$ cat src/rtl/macc_seq_ctrl.sv
`default_nettype none
// ============================================================================
// Module   : macc_seq_ctrl
// Purpose  : Per-PE MAC sequencer. Accepts a stream of signed 8-bit operand
//            pairs, feeds them back-to-back into the external pipelined Booth
//            multiplier (Mul), follows the in-flight products with a tag pipe
//            and accumulates one signed dot product per burst. The result is
//            returned over a valid/ready handshake.
// Ports    : clk, rst_n                   clock / async active-low reset
//            in_valid, in_ready           operand handshake
//            in_x, in_y, in_last          signed operands, end-of-burst flag
//            mul_x, mul_y                 registered operands to Mul
//            mul_p                        signed product from Mul (15 bits)
//            out_valid, out_ready         result handshake
//            out_acc, out_cnt, out_ovf    sum, term count, sticky overflow
//            busy                         controller not idle
// Revision : 1.0 - initial release
// ============================================================================
module macc_seq_ctrl #(
    parameter int MUL_LAT = 8,
    parameter int ACC_W   = 24,
    parameter int CNT_W   = 10
) (
    input  logic             clk,
    input  logic             rst_n,
    input  logic             in_valid,
    output logic             in_ready,
    input  logic [7:0]       in_x,
    input  logic [7:0]       in_y,
    input  logic             in_last,
    output logic [7:0]       mul_x,
    output logic [7:0]       mul_y,
    input  logic [14:0]      mul_p,
    output logic             out_valid,
    input  logic             out_ready,
    output logic [ACC_W-1:0] out_acc,
    output logic [CNT_W-1:0] out_cnt,
    output logic             out_ovf,
    output logic             busy
);

    typedef enum logic [1:0] {
        ST_IDLE  = 2'd0,
        ST_RUN   = 2'd1,
        ST_DRAIN = 2'd2,
        ST_DONE  = 2'd3
    } state_t;

    localparam logic [CNT_W-1:0] c_cnt_max = '1;

    state_t             r_state;
    state_t             w_state_nxt;
    logic [MUL_LAT:0]   r_tag;
    logic [7:0]         r_mul_x;
    logic [7:0]         r_mul_y;
    logic [ACC_W-1:0]   r_acc;
    logic [CNT_W-1:0]   r_cnt;
    logic               r_ovf;

    logic               w_accept;
    logic [CNT_W-1:0]   w_cnt_inc;
    logic               w_last;
    logic               w_drain_done;
    logic [ACC_W-1:0]   w_p_ext;
    logic [ACC_W-1:0]   w_sum;
    logic               w_ovf_step;

    // in_ready is gated by rst_n so every output reads 0 while reset is held.
    assign in_ready  = rst_n & ((r_state == ST_IDLE) | (r_state == ST_RUN));
    assign w_accept  = in_valid & in_ready;

    // Count this accept would produce; the first pair of a burst counts as 1.
    assign w_cnt_inc = (r_state == ST_IDLE) ? CNT_W'(1) : r_cnt + CNT_W'(1);

    // A full counter forces the burst closed so the count can never wrap.
    assign w_last    = in_last | (w_cnt_inc == c_cnt_max);

    // The product leaving the pipe is the last one when nothing trails it.
    assign w_drain_done = r_tag[MUL_LAT] & ~(|r_tag[MUL_LAT-1:0]);

    assign w_p_ext   = {{(ACC_W-15){mul_p[14]}}, mul_p};
    assign w_sum     = r_acc + w_p_ext;
    assign w_ovf_step = (r_acc[ACC_W-1] == w_p_ext[ACC_W-1]) &&
                        (w_sum[ACC_W-1] != r_acc[ACC_W-1]);

    always_comb begin
        w_state_nxt = r_state;
        case (r_state)
            ST_IDLE:  if (w_accept)            w_state_nxt = w_last ? ST_DRAIN : ST_RUN;
            ST_RUN:   if (w_accept && w_last)  w_state_nxt = ST_DRAIN;
            ST_DRAIN: if (w_drain_done)        w_state_nxt = ST_DONE;
            ST_DONE:  if (out_ready)           w_state_nxt = ST_IDLE;
            default:                           w_state_nxt = ST_IDLE;
        endcase
    end

    always_ff @(posedge clk or negedge rst_n) begin
        if (!rst_n) begin
            r_state <= ST_IDLE;
            r_tag   <= '0;
            r_mul_x <= 8'h00;
            r_mul_y <= 8'h00;
            r_acc   <= '0;
            r_cnt   <= '0;
            r_ovf   <= 1'b0;
        end else begin
            r_state <= w_state_nxt;
            r_tag   <= {r_tag[MUL_LAT-1:0], w_accept};
            // Idle slots feed zeros so Mul toggles as little as possible.
            r_mul_x <= w_accept ? in_x : 8'h00;
            r_mul_y <= w_accept ? in_y : 8'h00;
            if (w_accept) begin
                r_cnt <= w_cnt_inc;
            end
            // No product can be in flight when a burst starts from IDLE.
            if (w_accept && (r_state == ST_IDLE)) begin
                r_acc <= '0;
                r_ovf <= 1'b0;
            end else if (r_tag[MUL_LAT]) begin
                r_acc <= w_sum;
                r_ovf <= r_ovf | w_ovf_step;
            end
        end
    end

    assign mul_x     = r_mul_x;
    assign mul_y     = r_mul_y;
    assign out_valid = (r_state == ST_DONE);
    assign out_acc   = r_acc;
    assign out_cnt   = r_cnt;
    assign out_ovf   = r_ovf;
    assign busy      = (r_state != ST_IDLE);

endmodule
`default_nettype wire

$ cat config.mk
export PLATFORM = sky130hd
export DESIGN_NAME = macc_seq_ctrl
export DESIGN_NICKNAME = d
export VERILOG_FILES = /design/src/rtl/macc_seq_ctrl.sv
export SDC_FILE = /design/constraint.sdc
export NUM_CORES = 1
export LEC_CHECK = 0
export ABC_AREA = 1
export CAP_MARGIN = 20
export CORE_ASPECT_RATIO = 1.1
export CORE_MARGIN = 2
export CORE_UTILIZATION = 46
export CTS_BUF_LIST = sky130_fd_sc_hd__clkbuf_16
export CTS_CLUSTER_DIAMETER = 50
export CTS_CLUSTER_SIZE = 28
export DETAILED_ROUTE_END_ITERATION = 10
export GPL_TIMING_DRIVEN = 0
export PLACE_DENSITY = 0.8
export SETUP_SLACK_MARGIN = 0.5
export SLEW_MARGIN = 0
export SYNTH_ARGS = -nofsm -noshare
export SYNTH_HDL_FRONTEND = slang
export SYNTH_SLANG_ARGS = --single-unit
$ cat constraint.sdc
create_clock -name clk -period 1.7 [get_ports clk]
set_input_delay 0.255 -clock clk [delete_from_list [all_inputs] [get_ports clk]]
set_output_delay 0.255 -clock clk [all_outputs]
set_load 0.02 [all_outputs]
==> flow_metrics.tcl <==
set metrics [dict create \
    htreeDepth 3 \
    netlist_area_um2 3870 \
    grtUsageMet2_pct 60.0 \
    area_delta_synth_final_pct 87.4 \
    max_stage_delay_ps 440 \
    antenna_found_initial 0 \
    grt_pass1_wl_um 24000 \
    synth_edf_count 0 \
    rrSetupSlack_ps -650 \
    cts-hold-fix-buffers 0 \
    final_nets 761 \
    path_class "register to register" \
    fmax_ghz 0.426 \
    clock-sinks 62 \
    ys_seq_area_share_pct 40.1 \
    startpoint_type "register" \
    place_inst 705 \
    slew_viol_final 0 \
    post-route-min-period_ps 2350 \
    synth-warning-count 0 \
    min-delay-path-class "primary input to asynchronous set/reset pin" \
    status "complete, but fails checks" \
    clk_pin_slew_ps 70 \
    cts_root_buf "clkbuf_16" \
    antenna_left 0 \
    async_flop_share_pct 100 \
    r2r_end "r_state[0]" \
    max-cap-violations 0 \
    ys_ff_latch 62 \
    post-route-util_pct 87.7 \
    grt_use_met3_pct 8.26 \
    finalHoldViolCount 62 \
    required_ps 1910 \
    vias 4935 \
    track_usage_pct 33.7 \
    setup_violations 55 \
    power_density_nw_per_um2 1880 \
    critPathArrivalTime_ps 2560 \
    endpoint_kind "register" \
    worstMarginPinSlew_ps 608 \
    ys_types 42 \
    synth_nets 570 \
    startpoint "r_state[0]" \
    layout-drive-gt1-share_pct 52.2 \
    reg2reg_from "r_state[0]" \
    setup_slack_ps -647 \
    start_util_pct 46.8 \
    netlist_instances 505 \
    synth_top_area_cell "dfrtp_1" \
    yosys-top-cells-area "dfrtp_1 (40%), nand2_1 (13%), ha_1 (9.0%)" \
    p_leak_nw 3.34 \
    die_x_um 91.5 \
    via_per_inst 6.08 \
    p_total_w 0.0136 \
    avgSynthCellArea_um2 7.67 \
    die-area_um2 9170 \
    hold_ws_ps -99.7 \
    clock_latency_ps 340 \
    cts_tree "built" \
    path_max_fanout 5 \
    relSlewSlack_pct 59.5 \
    numPortBuffers 89 \
    cp.buffers_inverters 2 \
    cts_max_path_buffers 2 \
    grt_pass1_vias 4827 \
    crit_family "simple AND/OR/NAND/NOR gates" \
    ios 90 \
    die_h_um 100 \
    wl_per_cell_um 22.9 \
    ir_worst_vdd_v 0.00127 \
    coreArea_um2 8280 \
    reg2regPathDepth 13 \
    grt-ovfl-total 0 \
    violations "negative hold slack, negative setup slack" \
    busiest_layer "met2" \
    place_ws_ps -881 \
    synth_top_area_share_pct 40.1 \
    diodes 0 \
    cp_cell_sequence "inv_2 -> ha_4 -> buf_8 -> nor2_2 -> nand2_1 -> nor3_2 -> nand3_1 -> o21bai_1 -> nand2_1 -> nand2_2 -> nand2_2 -> nand2_1 -> nand2_1" \
    drt-initial-drc-count 398 \
    grt_max_degree 64 \
    fp-row-count 35 \
    place_congestion 0.951 \
    finalNonFillerCells 812 \
    cp_slowest_cell "dfrtp_1" \
    cts_buffers 9 \
    period_share_pct 138 \
    grtUsageMet1_pct 35.0 \
    drtPass1Iterations 5 \
    drt-total-wl_um 18600 \
    synth-main-ff-cell "dfrtp_1" \
    crit_top_cell "nand2_1" \
    place_hpwl_um 7400 \
    fin_skew_ps 13.5 \
    rsz0062_at_grt "true" \
    drc 0 \
]
flip-flops by register name (all words and copies together) (netlist names):
signal   count
mul_x        8
mul_y        8
out_acc     24
out_cnt     10
out_ovf      1
r_state      2
r_tag        9
power breakdown:
group | switching, W | internal, W
registers | 0.000521 | 0.00193
logic | 0.00468 | 0.00412
clock network | 0.000798 | 0.00159
kinds of logic after synthesis:
family,after synthesis,synth area share [%]
and+or+nand+nor,248,27.4
AOI/OAI and AO/OA,109,16.6
DFF,62,40.1
buffers and inverters,56,6.20
adders and majority gates,29,9.56
xor gates and xnor gates,1,0.226
stage by stage:
step	TNS [ps]	hold WS, ps	area (um2)
final	-11200	-99.7	7260
after global routing	-12540	-43.5	7260
after CTS	-2240	49.1	6670
after detailed placement	-14120	366	5250
after global placement	-226660	359	5250
after floorplan	-474	-40.6	4220
worst max-delay path by stage:
stage / endpoint / cells past startpoint
2_1_floorplan: out_acc[12] / 12
3_3_place_gp: out_acc[0] / 9
3_5_place_dp: out_acc[20] / 11
4_1_cts: out_acc[12] / 13
5_1_grt: r_state[0] / 13
6_report: r_state[0] / 13
synthesized netlist by cell type (2+ instances only):
| cell type | number |
|---|---|
| a22o_1 | 2 |
| nor3_1 | 7 |
| o21bai_1 | 3 |
| nand2_2 | 7 |
| nor2_1 | 57 |
| buf_2 | 4 |
| a21oi_1 | 35 |
| inv_2 | 2 |
| buf_6 | 3 |
| o21ai_0 | 36 |
| nand3_2 | 2 |
| dfrtp_1 | 62 |
| nor4_1 | 3 |
| ha_1 | 28 |
| a21o_1 | 4 |
| inv_1 | 43 |
| o21ai_2 | 3 |
| o21ai_1 | 11 |
| clkbuf_1 | 2 |
| a32o_1 | 2 |
| o21a_1 | 5 |
| nand2_1 | 135 |
| nand3_1 | 21 |
| nand4_1 | 5 |
| or2_2 | 3 |
| nor2_2 | 4 |
metal layers:
metal | vias to the layer above | part of all wire, %
li1 | 2062 | -
met1 | 2372 | 33
met2 | 351 | 50
met3 | 150 | 7.8
met4 | 0 | 9.0
met5 | - | 0
placed cells by master (no fill, tap or decap), types with 3 or more instances in the layout:
cell type | Yosys | layout
nor2_2 | 4 | 14
nand2_4 | 1 | 14
a21oi_2 | 1 | 15
nor3_2 | 1 | 3
ha_1 | 28 | 4
clkdlybuf4s50_1 | 0 | 30
nand4_1 | 5 | 5
a21o_1 | 4 | 4
dfrtp_1 | 62 | 42
o21ai_4 | 1 | 5
o21ai_0 | 36 | 5
nand2_2 | 7 | 29
clkinv_4 | 0 | 3
nor2_4 | 0 | 18
dlygate4sd2_1 | 0 | 3
dfrtp_2 | 0 | 20
bufinv_16 | 0 | 4
buf_4 | 0 | 50
a21oi_1 | 35 | 15
o21ai_2 | 3 | 14
inv_2 | 2 | 5
buf_8 | 0 | 8
buf_12 | 0 | 3
nand2_1 | 135 | 98
o21ai_1 | 11 | 27
nand3_1 | 21 | 16
o21a_1 | 5 | 4
nand3_2 | 2 | 6
buf_2 | 4 | 26
clkbuf_16 | 0 | 11
ha_4 | 0 | 23
buf_6 | 3 | 62
inv_1 | 43 | 38
nor2_1 | 57 | 29
buf_16 | 0 | 3
nor3_1 | 7 | 3
a21oi_4 | 1 | 7
cell type report:
class | count | area (um2)
buffer | 9 | 138
clock buffer | 9 | 225
clock inverter | 7 | 146
fill | 343 | 1020
inverter | 47 | 214
multi-input combinational | 387 | 3050
sequential | 62 | 1580
tap | 111 | 139
timing repair buffer | 180 | 1770
repair_timing:
action                                 in CTS  in global routing
resized for setup                         394                126
setup endpoints to repair                 108                 90
endpoints found under the hold margin       0                 62
pin swaps                                  37                 43
cloned                                      6                  0
buffers inserted                           54                 31
No activity file was read; power rests on OpenSTA's default activity.
